### src/rtl/display_scan_driver_pkg.sv
// Shared constants and helpers for the multiplexed seven-segment display path.
// Segment bit order is {g,f,e,d,c,b,a}, active-high.
package display_scan_driver_pkg;

  localparam int unsigned NIBBLE_W   = 4;
  localparam int unsigned MAX_DIGITS = 32;

  typedef logic [6:0] seg_t;

  localparam seg_t SEG_BLANK = 7'h00;
  localparam seg_t SEG_0     = 7'h3F;
  localparam seg_t SEG_1     = 7'h06;
  localparam seg_t SEG_2     = 7'h5B;
  localparam seg_t SEG_3     = 7'h4F;
  localparam seg_t SEG_4     = 7'h66;
  localparam seg_t SEG_5     = 7'h6D;
  localparam seg_t SEG_6     = 7'h7D;
  localparam seg_t SEG_7     = 7'h07;
  localparam seg_t SEG_8     = 7'h7F;
  localparam seg_t SEG_9     = 7'h6F;
  localparam seg_t SEG_A     = 7'h77;
  localparam seg_t SEG_B     = 7'h7C;
  localparam seg_t SEG_C     = 7'h39;
  localparam seg_t SEG_D     = 7'h5E;
  localparam seg_t SEG_E     = 7'h79;
  localparam seg_t SEG_F     = 7'h71;

  function automatic logic [MAX_DIGITS-1:0] onehot(input int unsigned idx);
    onehot      = '0;
    onehot[idx] = 1'b1;
  endfunction

endpackage

### src/rtl/display_scan_driver_if.sv
// Source/select inputs and segment/digit outputs of the scan driver.
// master drives the time sources, slave is the driver itself.
interface display_scan_driver_if
  import display_scan_driver_pkg::*;
#(
  parameter int unsigned NUM_DIGITS  = 4,
  parameter int unsigned NUM_SOURCES = 3
);
  localparam int unsigned SEL_W = (NUM_SOURCES > 2) ? $clog2(NUM_SOURCES) : 1;

  logic [NUM_SOURCES*NIBBLE_W*NUM_DIGITS-1:0] src_time;
  logic [SEL_W-1:0]                           selector;
  logic [NUM_DIGITS-1:0]                      blink_mask;
  logic                                       lz_blank;
  logic [6:0]                                 seg;
  logic [NUM_DIGITS-1:0]                      digit_en;
  logic                                       frame_start;

  modport master (
    output src_time, selector, blink_mask, lz_blank,
    input  seg, digit_en, frame_start
  );

  modport slave (
    input  src_time, selector, blink_mask, lz_blank,
    output seg, digit_en, frame_start
  );
endinterface

### src/rtl/display_scan_driver_decode.sv
// Combinational hex nibble to seven-segment pattern (A,b,C,d,E,F for 10-15).
module sevenseg_hex_decode
  import display_scan_driver_pkg::*;
(
  input  logic [NIBBLE_W-1:0] nibble_i,
  output logic [6:0]          seg_o
);

  always_comb begin
    seg_o = SEG_BLANK;
    unique case (nibble_i)
      4'h0: seg_o = SEG_0;
      4'h1: seg_o = SEG_1;
      4'h2: seg_o = SEG_2;
      4'h3: seg_o = SEG_3;
      4'h4: seg_o = SEG_4;
      4'h5: seg_o = SEG_5;
      4'h6: seg_o = SEG_6;
      4'h7: seg_o = SEG_7;
      4'h8: seg_o = SEG_8;
      4'h9: seg_o = SEG_9;
      4'hA: seg_o = SEG_A;
      4'hB: seg_o = SEG_B;
      4'hC: seg_o = SEG_C;
      4'hD: seg_o = SEG_D;
      4'hE: seg_o = SEG_E;
      4'hF: seg_o = SEG_F;
    endcase
  end

endmodule

### src/rtl/display_scan_driver.sv
// Time-multiplexed N-digit seven-segment scan driver with per-frame source latch,
// digit blink and leading-zero blanking. Outputs are registered, one clk behind idx.
module display_scan_driver
  import display_scan_driver_pkg::*;
#(
  parameter int unsigned NUM_DIGITS   = 4,
  parameter int unsigned NUM_SOURCES  = 3,
  parameter int unsigned SCAN_DIV     = 1000,
  parameter int unsigned BLINK_FRAMES = 64
) (
  input  logic                  clk,
  input  logic                  reset,
  display_scan_driver_if.slave  bus
);

  localparam int unsigned FRAME_W = NUM_DIGITS * NIBBLE_W;
  localparam int unsigned IDX_W   = $clog2(NUM_DIGITS);
  localparam int unsigned CNT_W   = $clog2(SCAN_DIV);
  localparam int unsigned BLK_W   = (BLINK_FRAMES > 1) ? $clog2(BLINK_FRAMES) : 1;

  logic [CNT_W-1:0]      scan_cnt_q, scan_cnt_d;
  logic [IDX_W-1:0]      idx_q, idx_d;
  logic [FRAME_W-1:0]    frame_q, frame_d;
  logic [NUM_DIGITS-1:0] mask_q, mask_d;
  logic                  invalid_q, invalid_d;
  logic [BLK_W-1:0]      blink_cnt_q, blink_cnt_d;
  logic                  blink_on_q, blink_on_d;
  logic                  primed_q, primed_d;
  logic [6:0]            seg_q, seg_d;
  logic [NUM_DIGITS-1:0] digit_en_q, digit_en_d;
  logic                  frame_start_q;

  logic                  load, scan_wrap, blank;
  logic [FRAME_W-1:0]    sel_frame;
  logic [NIBBLE_W-1:0]   nibble;
  logic [6:0]            dec_seg;

  assign load      = (idx_q == '0) && (scan_cnt_q == '0);
  assign scan_wrap = (scan_cnt_q == CNT_W'(SCAN_DIV - 1));

  always_comb begin
    sel_frame = '0;
    for (int unsigned k = 0; k < NUM_SOURCES; k++) begin
      if (32'(bus.selector) == k) sel_frame = bus.src_time[k*FRAME_W +: FRAME_W];
    end
  end

  always_comb begin
    scan_cnt_d = scan_wrap ? '0 : scan_cnt_q + CNT_W'(1);
    idx_d      = idx_q;
    if (scan_wrap) idx_d = (idx_q == IDX_W'(NUM_DIGITS - 1)) ? '0 : idx_q + IDX_W'(1);

    // The first load after reset opens frame 0 rather than ending a frame.
    blink_cnt_d = blink_cnt_q;
    blink_on_d  = blink_on_q;
    primed_d    = primed_q;
    if (load) begin
      primed_d = 1'b1;
      if (primed_q) begin
        if (blink_cnt_q == BLK_W'(BLINK_FRAMES - 1)) begin
          blink_cnt_d = '0;
          blink_on_d  = ~blink_on_q;
        end else begin
          blink_cnt_d = blink_cnt_q + BLK_W'(1);
        end
      end
    end

    // On the load cycle the latched copies are bypassed with the live inputs.
    frame_d   = load ? sel_frame : frame_q;
    mask_d    = load ? bus.blink_mask : mask_q;
    invalid_d = load ? (32'(bus.selector) >= NUM_SOURCES) : invalid_q;
  end

  assign nibble = frame_d[32'(idx_q)*NIBBLE_W +: NIBBLE_W];

  sevenseg_hex_decode u_decode (
    .nibble_i (nibble),
    .seg_o    (dec_seg)
  );

  always_comb begin
    blank = (mask_d[idx_q] && !blink_on_d) ||
            (bus.lz_blank && (idx_q == IDX_W'(NUM_DIGITS - 1)) && (nibble == '0)) ||
            invalid_d;
    seg_d      = blank ? SEG_BLANK : dec_seg;
    digit_en_d = NUM_DIGITS'(onehot(32'(idx_q)));
  end

  always_ff @(posedge clk or posedge reset) begin
    if (reset) begin
      scan_cnt_q    <= '0;
      idx_q         <= '0;
      frame_q       <= '0;
      mask_q        <= '0;
      invalid_q     <= 1'b0;
      blink_cnt_q   <= '0;
      blink_on_q    <= 1'b1;
      primed_q      <= 1'b0;
      seg_q         <= SEG_BLANK;
      digit_en_q    <= '0;
      frame_start_q <= 1'b0;
    end else begin
      scan_cnt_q    <= scan_cnt_d;
      idx_q         <= idx_d;
      frame_q       <= frame_d;
      mask_q        <= mask_d;
      invalid_q     <= invalid_d;
      blink_cnt_q   <= blink_cnt_d;
      blink_on_q    <= blink_on_d;
      primed_q      <= primed_d;
      seg_q         <= seg_d;
      digit_en_q    <= digit_en_d;
      frame_start_q <= load;
    end
  end

  assign bus.seg         = seg_q;
  assign bus.digit_en    = digit_en_q;
  assign bus.frame_start = frame_start_q;

endmodule

### src/flat_wrapper.sv
// flat-port wrapper written by rule: the top's interface ports become plain ports
module display_scan_driver_flat import display_scan_driver_pkg::*;
#(
  parameter int unsigned NUM_DIGITS   = 4,
  parameter int unsigned NUM_SOURCES  = 3,
  parameter int unsigned SCAN_DIV     = 1000,
  parameter int unsigned BLINK_FRAMES = 64
)
  (clk, reset, bus_src_time, bus_selector, bus_blink_mask, bus_lz_blank, bus_seg, bus_digit_en, bus_frame_start);
  display_scan_driver_if #(.NUM_DIGITS(NUM_DIGITS), .NUM_SOURCES(NUM_SOURCES)) bus_i ();
  input  logic clk;
  input  logic reset;
  input wire logic [$bits(bus_i.src_time)-1:0] bus_src_time;
  input wire logic [$bits(bus_i.selector)-1:0] bus_selector;
  input wire logic [$bits(bus_i.blink_mask)-1:0] bus_blink_mask;
  input wire logic [$bits(bus_i.lz_blank)-1:0] bus_lz_blank;
  output wire logic [$bits(bus_i.seg)-1:0] bus_seg;
  output wire logic [$bits(bus_i.digit_en)-1:0] bus_digit_en;
  output wire logic [$bits(bus_i.frame_start)-1:0] bus_frame_start;
  assign bus_i.src_time = bus_src_time;
  assign bus_i.selector = bus_selector;
  assign bus_i.blink_mask = bus_blink_mask;
  assign bus_i.lz_blank = bus_lz_blank;
  assign bus_seg = bus_i.seg;
  assign bus_digit_en = bus_i.digit_en;
  assign bus_frame_start = bus_i.frame_start;
  display_scan_driver #(.NUM_DIGITS(NUM_DIGITS), .NUM_SOURCES(NUM_SOURCES), .SCAN_DIV(SCAN_DIV), .BLINK_FRAMES(BLINK_FRAMES)) u_core (.clk(clk), .reset(reset), .bus(bus_i));
endmodule
### config.mk
export PLATFORM = sky130hd
export DESIGN_NAME = display_scan_driver_flat
export DESIGN_NICKNAME = d
export VERILOG_FILES = /design/src/rtl/display_scan_driver_pkg.sv /design/src/rtl/display_scan_driver_if.sv /design/src/rtl/display_scan_driver_decode.sv /design/src/rtl/display_scan_driver.sv /design/src/flat_wrapper.sv
export SDC_FILE = /design/constraint.sdc
export NUM_CORES = 1
export LEC_CHECK = 0
export CORE_MARGIN = 4
export CORE_UTILIZATION = 45
export CTS_CLUSTER_SIZE = 24
export DETAILED_ROUTE_END_ITERATION = 6
export PLACE_DENSITY = 0.84
export SYNTH_ARGS = -nofsm -noshare
export SYNTH_HDL_FRONTEND = slang
export SYNTH_SLANG_ARGS = --single-unit
export TNS_END_PERCENT = 10
### constraint.sdc
create_clock -name clk -period 2.88 [get_ports clk]
set_input_delay 0.576 -clock clk [delete_from_list [all_inputs] [get_ports clk]]
set_output_delay 0.576 -clock clk [all_outputs]
set_load 0.01 [all_outputs]
**After elaboration in Yosys (flattened, before gate mapping)**

Memories as Yosys holds them, arrays and structs flattened.
Index checks and enable logic that the tools add are counted.

- Reduce and logical (&&, ||, !) cells: 13
- Multiplexer cells: 17
- Magnitude comparators: 4
- Eq/ne operators: 5
- Shift operators: 1
- Bitwise logic cells: 1
- Add/subtract/negate cells: 3

Operator list:

| operator | number |
|---|---|
| $mux W16 | 4 |
| $shiftx A16 B5 Y4 | 1 |
| $add A10 B1 Y10 const B | 1 |
| $eq A10 B10 Y1 const B | 1 |
| $logic_not A10 Y1 | 1 |
| $mux W10 | 1 |
| $mux W7 | 1 |
| $add A6 B1 Y6 const B | 1 |
| $eq A6 B6 Y1 const B | 1 |
| $lt A2 B6 Y1 const B | 1 |
| $mux W1 | 6 |
| $mux W6 | 1 |
| $logic_and A1 B1 Y1 | 5 |
| $eq A2 B2 Y1 const B | 2 |
| $logic_not A2 Y1 | 2 |
| $logic_not A4 Y1 | 1 |
| $mux W4 | 1 |
| $lt A2 B3 Y1 const B | 1 |
| $add A2 B1 Y2 const B | 1 |
| $bmux W1 S2 | 1 |
| $demux W1 S2 | 1 |
| $eq A2 B1 Y1 const B | 1 |
| $ge A2 B1 Y1 const B | 1 |
| $ge A2 B2 Y1 const B | 1 |
| 5 further kinds | 6 |

- Output and inout bits: 12
- Memories: 1
- Flip-flop bits (word level): 53
- Memory bits (read-only): 112
- Logic and storage cells: 56
- Bits of input ports: 57

Memory list:

| name | depth | width | read ports | clocked after Yosys merged registers in | wr ports | RTL line | RTL |
|---|---|---|---|---|---|---|---|
| (no name shown) | 16 | 7 | 1 | 0 | 0 | display_scan_driver_decode.sv:11 | `unique case (nibble_i)` |

**Depth between registers and ports, before layout**

Gate-level depths: netlist (run 1).

- Word-level depth: 11
- Depth in mapped cells: 14
- Mapped depth without buffers: 13

**Cells and area by module**

Synthesis (run 1) repeated with hierarchy kept, for this count alone.

- Cell total of the unflattened synthesis: 280
- Area total of the unflattened synthesis: 3,079.2 µm²

By module, submodules not included:

| module | cells an instance | sequential area each (µm²) | times used | area each (µm²) |
|---|---|---|---|---|
| display_scan_driver | 247 | 1,327.5 | 1 | 2,791.4 |
| sevenseg_hex_decode | 33 | 0.0 | 1 | 287.8 |

**Worst setup path before layout (run 1)**

Ideal clock, no wire load.

- Path type: register -> register
- Start point: register u_core.idx_q[0]
- End point: register u_core.seg_q[2] (netlist: u_core.bus.seg[2])
- Data required time: 2,786 ps
- Setup time: 94 ps
- Clock period less this slack: 2,868 ps
- Path buffers: 1
- Arrival time: 2,774 ps
- Stages on the path, launching flop included: 13
- Slack: 12 ps
- Cells stage by stage: dfrtp_1 > inv_2 > ha_1 > and2_1 > nand4_4 > inv_4 > buf_4 > mux2i_1 > mux2i_1 > mux2_2 > ha_1 > a41o_2 > a211oi_1

- Cells in the longest elaborated chain, start to end: 9
- Elaborated cells between the ends (all ways): 19
- Those cells by class: 1 x eq/ne; 1 x shift; 7 x mux; 9 x reduce/logical; 1 x memory

Ends and longest elaborated chain:

| item | RTL line | RTL |
|---|---|---|
| from (decl) | display_scan_driver.sv:22 | `logic [IDX_W-1:0] idx_q, idx_d;` |
| from (signal assigned) | display_scan_driver.sv:105 | `idx_q <= idx_d;` |
| $logic_not A2 Y1 * | display_scan_driver.sv:38 | `assign load = (idx_q == '0) && (scan_cnt_q == '0);` |
| $logic_and A1 B1 Y1 * | display_scan_driver.sv:38 |  |
| $mux W16 * | display_scan_driver.sv:70 | `frame_d = load ? sel_frame : frame_q;` |
| net u_core.frame_d[8] | display_scan_driver.sv:23 | `logic [FRAME_W-1:0] frame_q, frame_d;` |
| $shiftx A16 B5 Y4 * | display_scan_driver.sv:75 | `assign nibble = frame_d[32'(idx_q)*NIBBLE_W +: NIBBLE_W];` |
| branches (longest 4 deep; another with $mem_v2 Z16 W7) | -- |  |
| $mux W7 * | display_scan_driver.sv:86 | `seg_d = blank ? SEG_BLANK : dec_seg;` |
| net u_core.seg_d[2] | display_scan_driver.sv:29 | `logic [6:0] seg_q, seg_d;` |
| to (signal assigned) | display_scan_driver.sv:112 | `seg_q <= seg_d;` |
| to (decl) | display_scan_driver.sv:29 |  |

Mark *: on every way through the listed nets, which the timed path passes. The select of a mux whose other input is x is not followed.
A chain may end at the register's enable or synchronous reset.

**Final worst setup path (run 1)**

- Start point: register u_core.idx_q[0]
- End point: register u_core.seg_q[3] (netlist: u_core.bus.seg[3])

The elaborated chain is that of the path after synthesis.

==> results.cfg, run 1 <==
[run_status]
outcome = finished clean

[yosys]
ys_ff_latch = 53
ys_warn_count = 0
synth_area_leaders = dfrtp_1 44%, mux2i_1 11%, ha_1 5.0%
async_reset_ff_share_pct = 100
ys_seq_area_share_pct = 44.5
ys_types = 46
synth-edff-count = 0
yosys.area.top_type = dfrtp_1
syn-num-nets = 342
syn_area_sq_um = 2980
synth.avg_cell_area_sq_um = 10.9
synthCells = 273
synth.top_cell.area_share_pct = 43.6
synth-main-ff-cell = dfrtp_1

[setup_path]
reg2reg_depth = 12
r2r_start = u_core.idx_q[0]$_DFFE_PP0N_
critPathSlowestCell = dfrtp_1
worst_setup_path_end_kind = register
reg2reg_slack_ns = 0.13
setup.worst_path.start_class = register
arrival_ns = 2.97
path_delay_family = multiplexers
cp_cell_sequence = inv_2, ha_1, and2_1, nand4_4, inv_8, mux2i_2, mux2i_1, mux2_4, buf_4, ha_1, mux2_2, a211oi_1
crit_path_start = u_core.idx_q[0]$_DFFE_PP0N_
worstPathRequired_ns = 3.10
crit_fanout = 16
critPathMaxStageDelay_ns = 0.40
path_buf_inv = 3
regToRegEndpoint = u_core.bus.seg[3]$_DFF_PP0_
crit_top_cell = ha_1
path_class = reg -> reg

[sta]
whs_ns = 0.478
setup_viol = 0
tightest_slew_ns = 0.582
fin_tns_setup_ns = 0
hold_viol_final = 0
drv_slew = 0
fin_skew_ns = 0.0155
timing.final.crit_share_pct = 95.6
maxSlewHeadroom_pct = 60.9
fin_crit_ns = 2.75
clock.fmax_ghz = 0.363

[finish]
drive_gt1_share_pct = 19.4
final_common_cell = clkdlybuf4s50_1
stdcell_area_sq_um = 4120
fin_nets = 440
insertedDiodeCount = 0
instances_no_fill = 449
layout_common_cells = 67 x clkdlybuf4s50_1, 52 x dfrtp_1, 40 x nand2_1, 30 x mux2i_1, 30 x buf_4
synthToLayoutAreaGrowth_pct = 38.0

[power_and_ir_drop]
p_int_mw = 1.15
peakVddDrop_mv = 0.254
p_comb_share_pct = 21.5
seq_power_share_pct = 51.0
leakage_nw = 1.90
swShare_pct = 25.6
power.share.clock_pct = 27.5
p_sw_uw = 394
powerDensity_nw_per_um2 = 375

[min_path]
min_to = u_core.frame_q[2]$_DFF_PP0_
min-delay-path-class = reg -> reg
hold_depth = 2
min-delay-start = u_core.frame_q[2]$_DFF_PP0_

[placement]
gp_congestion = 0.882
place_inst = 436
place.port_buffers = 68
place_area_sq_um = 3930
dp_hpwl_mm = 5.18

[drt]
drc_errors = 0
wl_per_cell_um = 15.2
firstDrtPassIters = 4
vias_per_cell = 5.18
drtIter0Drc = 62
ant_nets = 0
drt-total-wl_mm = 6.80
num_vias = 2325

[floorplanning]
io_pins = 69
dieArea_sq_um = 8000
initial_core_util_pct = 46.7
die_w_um = 89.4
rows = 29
die_y_um = 89.4
coreArea_sq_um = 6390

[clocking]
clk_pin_slew_ns = 0.10
cts_hold_buffers = 0
clk_path_buf_depth = 2
cts_tree = done
cts_sinks = 53
clock-root-buffer = clkbuf_8
cts_buffers = 5
insertion_delay_ns = 0.31
h-tree-depth = 2

[global_route]
grt_pass1_vias = 2357
grt_start_max_net_pins = 29
antenna_found_initial = 0
grt-ovfl-total = 0
grt_pass1_wl_mm = 10.6
grt_use_total_pct = 17.1

[flow_run]
maxCapViolCount = 0
==> sequential cells by signal, summed over array words and instances (netlist names), 2 cells and up <==
| name | count |
|---|---|
| u_core.blink_cnt_q | 6 |
| u_core.bus.digit_en | 4 |
| u_core.bus.seg | 7 |
| u_core.frame_q | 16 |
| u_core.idx_q | 2 |
| u_core.mask_q | 4 |
| u_core.scan_cnt_q | 10 |
==> kinds of logic (layout without fill, tap and decap cells) <==
group                      Yosys count  after routing  share of synthesized area [%]
buffers and inverters               31            130                           5.37
xor gates and xnor gates            11             11                           3.23
and+or+nand+nor                     81             81                           13.0
muxes                               46             46                           18.8
DFF                                 53             53                           44.5
adders and majority gates           12             12                           5.03
AOI/OAI and AO/OA                   39             39                           10.1
==> synthesized netlist by cell type, drive strengths merged (2+ instances only) <==
master / instances
a211oi: 6
and2: 2
clkbuf: 3
xor2: 5
o21ai: 6
mux2i: 34
nand4: 3
xnor2: 6
a2bb2oi: 8
nor4: 2
or2: 2
o2bb2ai: 8
mux2: 7
dfrtp: 52
a21o: 2
nand2: 40
ha: 12
buf: 8
nor2: 17
inv: 19
nor2b: 3
o31ai: 2
nand3: 10
mux4: 5
==> area by class of cell <==
cell class	count	area [sq um]
multi-input cells	189	1530
inverters	20	82.6
clock inverters	2	13.8
clock buffers	6	72.6
repair buffers	102	993
flip-flops and latches	53	1330
fillers	507	2270
well taps	77	96.3
==> worst reg2reg max path, delay by kind of cell (launching register included) <==
kind	cells	cell delay, ns
compound gates	1	0.22
simple gates	2	0.34
fa+ha+maj	2	0.38
mux	4	0.94
flops	1	0.40
buf+inv	3	0.40
==> how the worst max path moves through the flow <==
stage / endpoint / slack [ns] / cells after the start
2_1_floorplan: u_core.bus.seg[2]$_DFF_PP0_ / 0.01 / 12
3_3_place_gp: u_core.bus.seg[2]$_DFF_PP0_ / -0.26 / 10
3_5_place_dp: u_core.bus.seg[2]$_DFF_PP0_ / -0.36 / 10
4_1_cts: u_core.bus.seg[6]$_DFF_PP0_ / 0.008 / 14
5_1_grt: u_core.bus.seg[3]$_DFF_PP0_ / -0.02 / 12
6_report: u_core.bus.seg[3]$_DFF_PP0_ / 0.13 / 12
==> repair_timing <==
action	in CTS	in global routing
pin swaps	0	0
resized for setup	1	9
buffers inserted	2	2
gates cloned	0	1
endpoints found under the setup margin	4	7
==> per-layer routing <==
layer	wire (um)	track usage, %
met3	288	3.13
met1	2870	21.4
met5	0	0
met4	82	4.47
met2	3560	30.3
==> through the flow <==
stage	util (%)	power (mW)	worst slack, ns
3_5_place_dp	61.6	1.12	-0.359
3_3_place_gp	61.6	1.11	-0.257
4_1_cts	63.3	1.54	0.00775
5_1_grt	64.4	1.61	-0.0154
6_report	64.4	1.54	0.126
2_1_floorplan	-	0.954	0.0120
==> power by group through the flow <==
stage	logic [mW]	clock network (mW)	registers, mW
after detailed placement	0.315	0	0.802
after floorplan	0.150	0	0.804
after global placement	0.307	0	0.800
after global routing	0.360	0.463	0.790
final	0.331	0.424	0.787
after CTS	0.318	0.432	0.788
Note: power is estimated with default switching activity, not from simulation.
==> inputs of run 2 (changes only) <==
PLACE_DENSITY = 0.82   (was 0.84)
==> results.cfg, run 2 (synthesis gave the netlist of run 1 again) <==
[min_path]
hold_depth = 1
min-delay-path-class = reg -> reg
min-delay-start = u_core.blink_cnt_q[5]$_DFFE_PP0P_
min_to = u_core.blink_cnt_q[5]$_DFFE_PP0P_

[sta]
tightest_slew_ns = 0.566
hold_viol_final = 0
drv_slew = 0
maxSlewHeadroom_pct = 62.2
clock.fmax_ghz = 0.366
fin_skew_ns = 0.00860
timing.final.crit_share_pct = 94.9
setup_viol = 0
fin_ws_ns = 0.147
grt_setup_unrepaired = no
fin_crit_ns = 2.73

[setup_path]
cp_cell_sequence = nor4_2, nand4_4, clkinv_8, mux2i_2, mux2i_1, mux2_2, ha_1, a41o_2, a211oi_1
path_class = reg -> reg
regToRegEndpoint = u_core.bus.seg[2]$_DFF_PP0_
critPathMaxStageDelay_ns = 0.40
critPathSlowestCell = dfrtp_1
path_delay_family = multiplexers
path_buf_inv = 1
arrival_ns = 2.96
reg2reg_slack_ns = 0.15
reg2reg_depth = 9
crit_fanout = 13
worstPathRequired_ns = 3.11
r2r_start = u_core.scan_cnt_q[8]$_DFF_PP0_
worst_setup_path_end_kind = register
setup.worst_path.start_class = register

[clocking]
cts_sinks = 53
clk_pin_slew_ns = 0.10
cts_tree = done
cts_hold_buffers = 0
clock-root-buffer = clkbuf_8
h-tree-depth = 2
insertion_delay_ns = 0.32
cts_buffers = 5
clk_path_buf_depth = 2

[drt]
drt-total-wl_mm = 7.05
drc_errors = 0
drtIter0Drc = 82
wl_per_cell_um = 15.8
vias_per_cell = 5.34
ant_nets = 0
num_vias = 2386
firstDrtPassIters = 4

[finish]
insertedDiodeCount = 0
area.sequential_sq_um = 1330
fin_nets = 438
drive_gt1_share_pct = 18.4
synthToLayoutAreaGrowth_pct = 36.8
final_common_cell = clkdlybuf4s50_1
layout_common_cells = 67 x clkdlybuf4s50_1, 52 x dfrtp_1, 40 x nand2_1, 30 x mux2i_1, 27 x buf_4
regMostFlops = u_core.frame_q
fill_cells = 513
final_core_util_pct = 63.9
multi_input_area_sq_um = 1520
largest_reg_flops = 16

[power_and_ir_drop]
leakage_nw = 1.87
total_power_mw = 1.54
peakVddDrop_mv = 0.239
powerDensity_nw_per_um2 = 378

[placement]
place.port_buffers = 68
dp_slack_ns = -0.412
gp_congestion = 0.938
dp_hpwl_mm = 5.14

[global_route]
grt_pass1_wl_mm = 11.3
antenna_found_initial = 0
grt_pass1_vias = 2456
grt_use_total_pct = 18.4
grt_start_max_net_pins = 29
grt-ovfl-total = 0

[floorplanning]
initial_core_util_pct = 46.7
rows = 29
die_y_um = 89.4
io_pins = 69
coreArea_sq_um = 6390
die_w_um = 89.4
dieArea_sq_um = 8000

[flow_run]
maxCapViolCount = 0

[run_status]
outcome = finished clean
run 2: report_power, final:
part | total (mW) | switching, mW | internal (mW) | leakage [nW]
clock | 0.439 | 0.268 | 0.171 | 0.0364
combinational | 0.318 | 0.129 | 0.189 | 1.17
sequential | 0.787 | 0.0117 | 0.776 | 0.669
run 2: layout make-up:
type / count / area share [%]
clock inverters: 3 / 0.552
repair buffers: 99 / 23.6
well taps: 77 / 2.36
flip-flops and latches: 53 / 32.5
inverters: 20 / 2.15
multi-input cells: 190 / 37.1
clock buffers: 5 / 1.69
run 2: worst max path at each step:
| stage | from | endpoint | slack, ns | cells after the start |
|---|---|---|---|---|
| after floorplan | u_core.idx_q[0]$_DFFE_PP0N_ | u_core.bus.seg[2]$_DFF_PP0_ | 0.01 | 12 |
| after global placement | bus_selector[0] | u_core.bus.seg[6]$_DFF_PP0_ | -0.27 | 10 |
| after detailed placement | bus_selector[0] | u_core.bus.seg[2]$_DFF_PP0_ | -0.41 | 10 |
| after CTS | bus_selector[0] | u_core.bus.seg[3]$_DFF_PP0_ | 0.005 | 12 |
| after global routing | u_core.idx_q[1]$_DFFE_PP0N_ | u_core.bus.seg[5]$_DFF_PP0_ | 0.01 | 11 |
| final | u_core.scan_cnt_q[8]$_DFF_PP0_ | u_core.bus.seg[2]$_DFF_PP0_ | 0.15 | 9 |
run 2: metrics by stage:
step	cells	instance area (sq um)	hold WS [ns]	TNS, ns
floorplan	273	2980	0.434	0
global placement	430	3870	0.444	-1.61
detailed placement	430	3870	0.468	-2.56
CTS	440	3980	0.491	0
global route	447	4080	0.506	0
finish	447	4080	0.488	0
run 2: worst reg2reg max path: stages, from the launching register on:
cell and delay [ns]:
dfrtp_1 0.40, nor4_2 0.39, nand4_4 0.19, clkinv_8 0.14, mux2i_2 0.28, mux2i_1 0.12
mux2_2 0.33, ha_1 0.26, a41o_2 0.31, a211oi_1 0.23
run 2: metal layers:
layer	share of wire, %	vias to the layer above	global-route usage, %	wire [um]
met5	0	-	0	0
met4	2.2	0	5.28	153
met3	4.6	15	3.96	326
met2	53	58	33.1	3740
met1	40	1170	21.9	2840
li1	-	1143	-	-
run 2: timing repair:
action                                  in CTS  in global routing
setup buffers                                2                  5
endpoints found under the setup margin       5                  7
gates resized for setup                      0                  8
cloned                                       0                  2
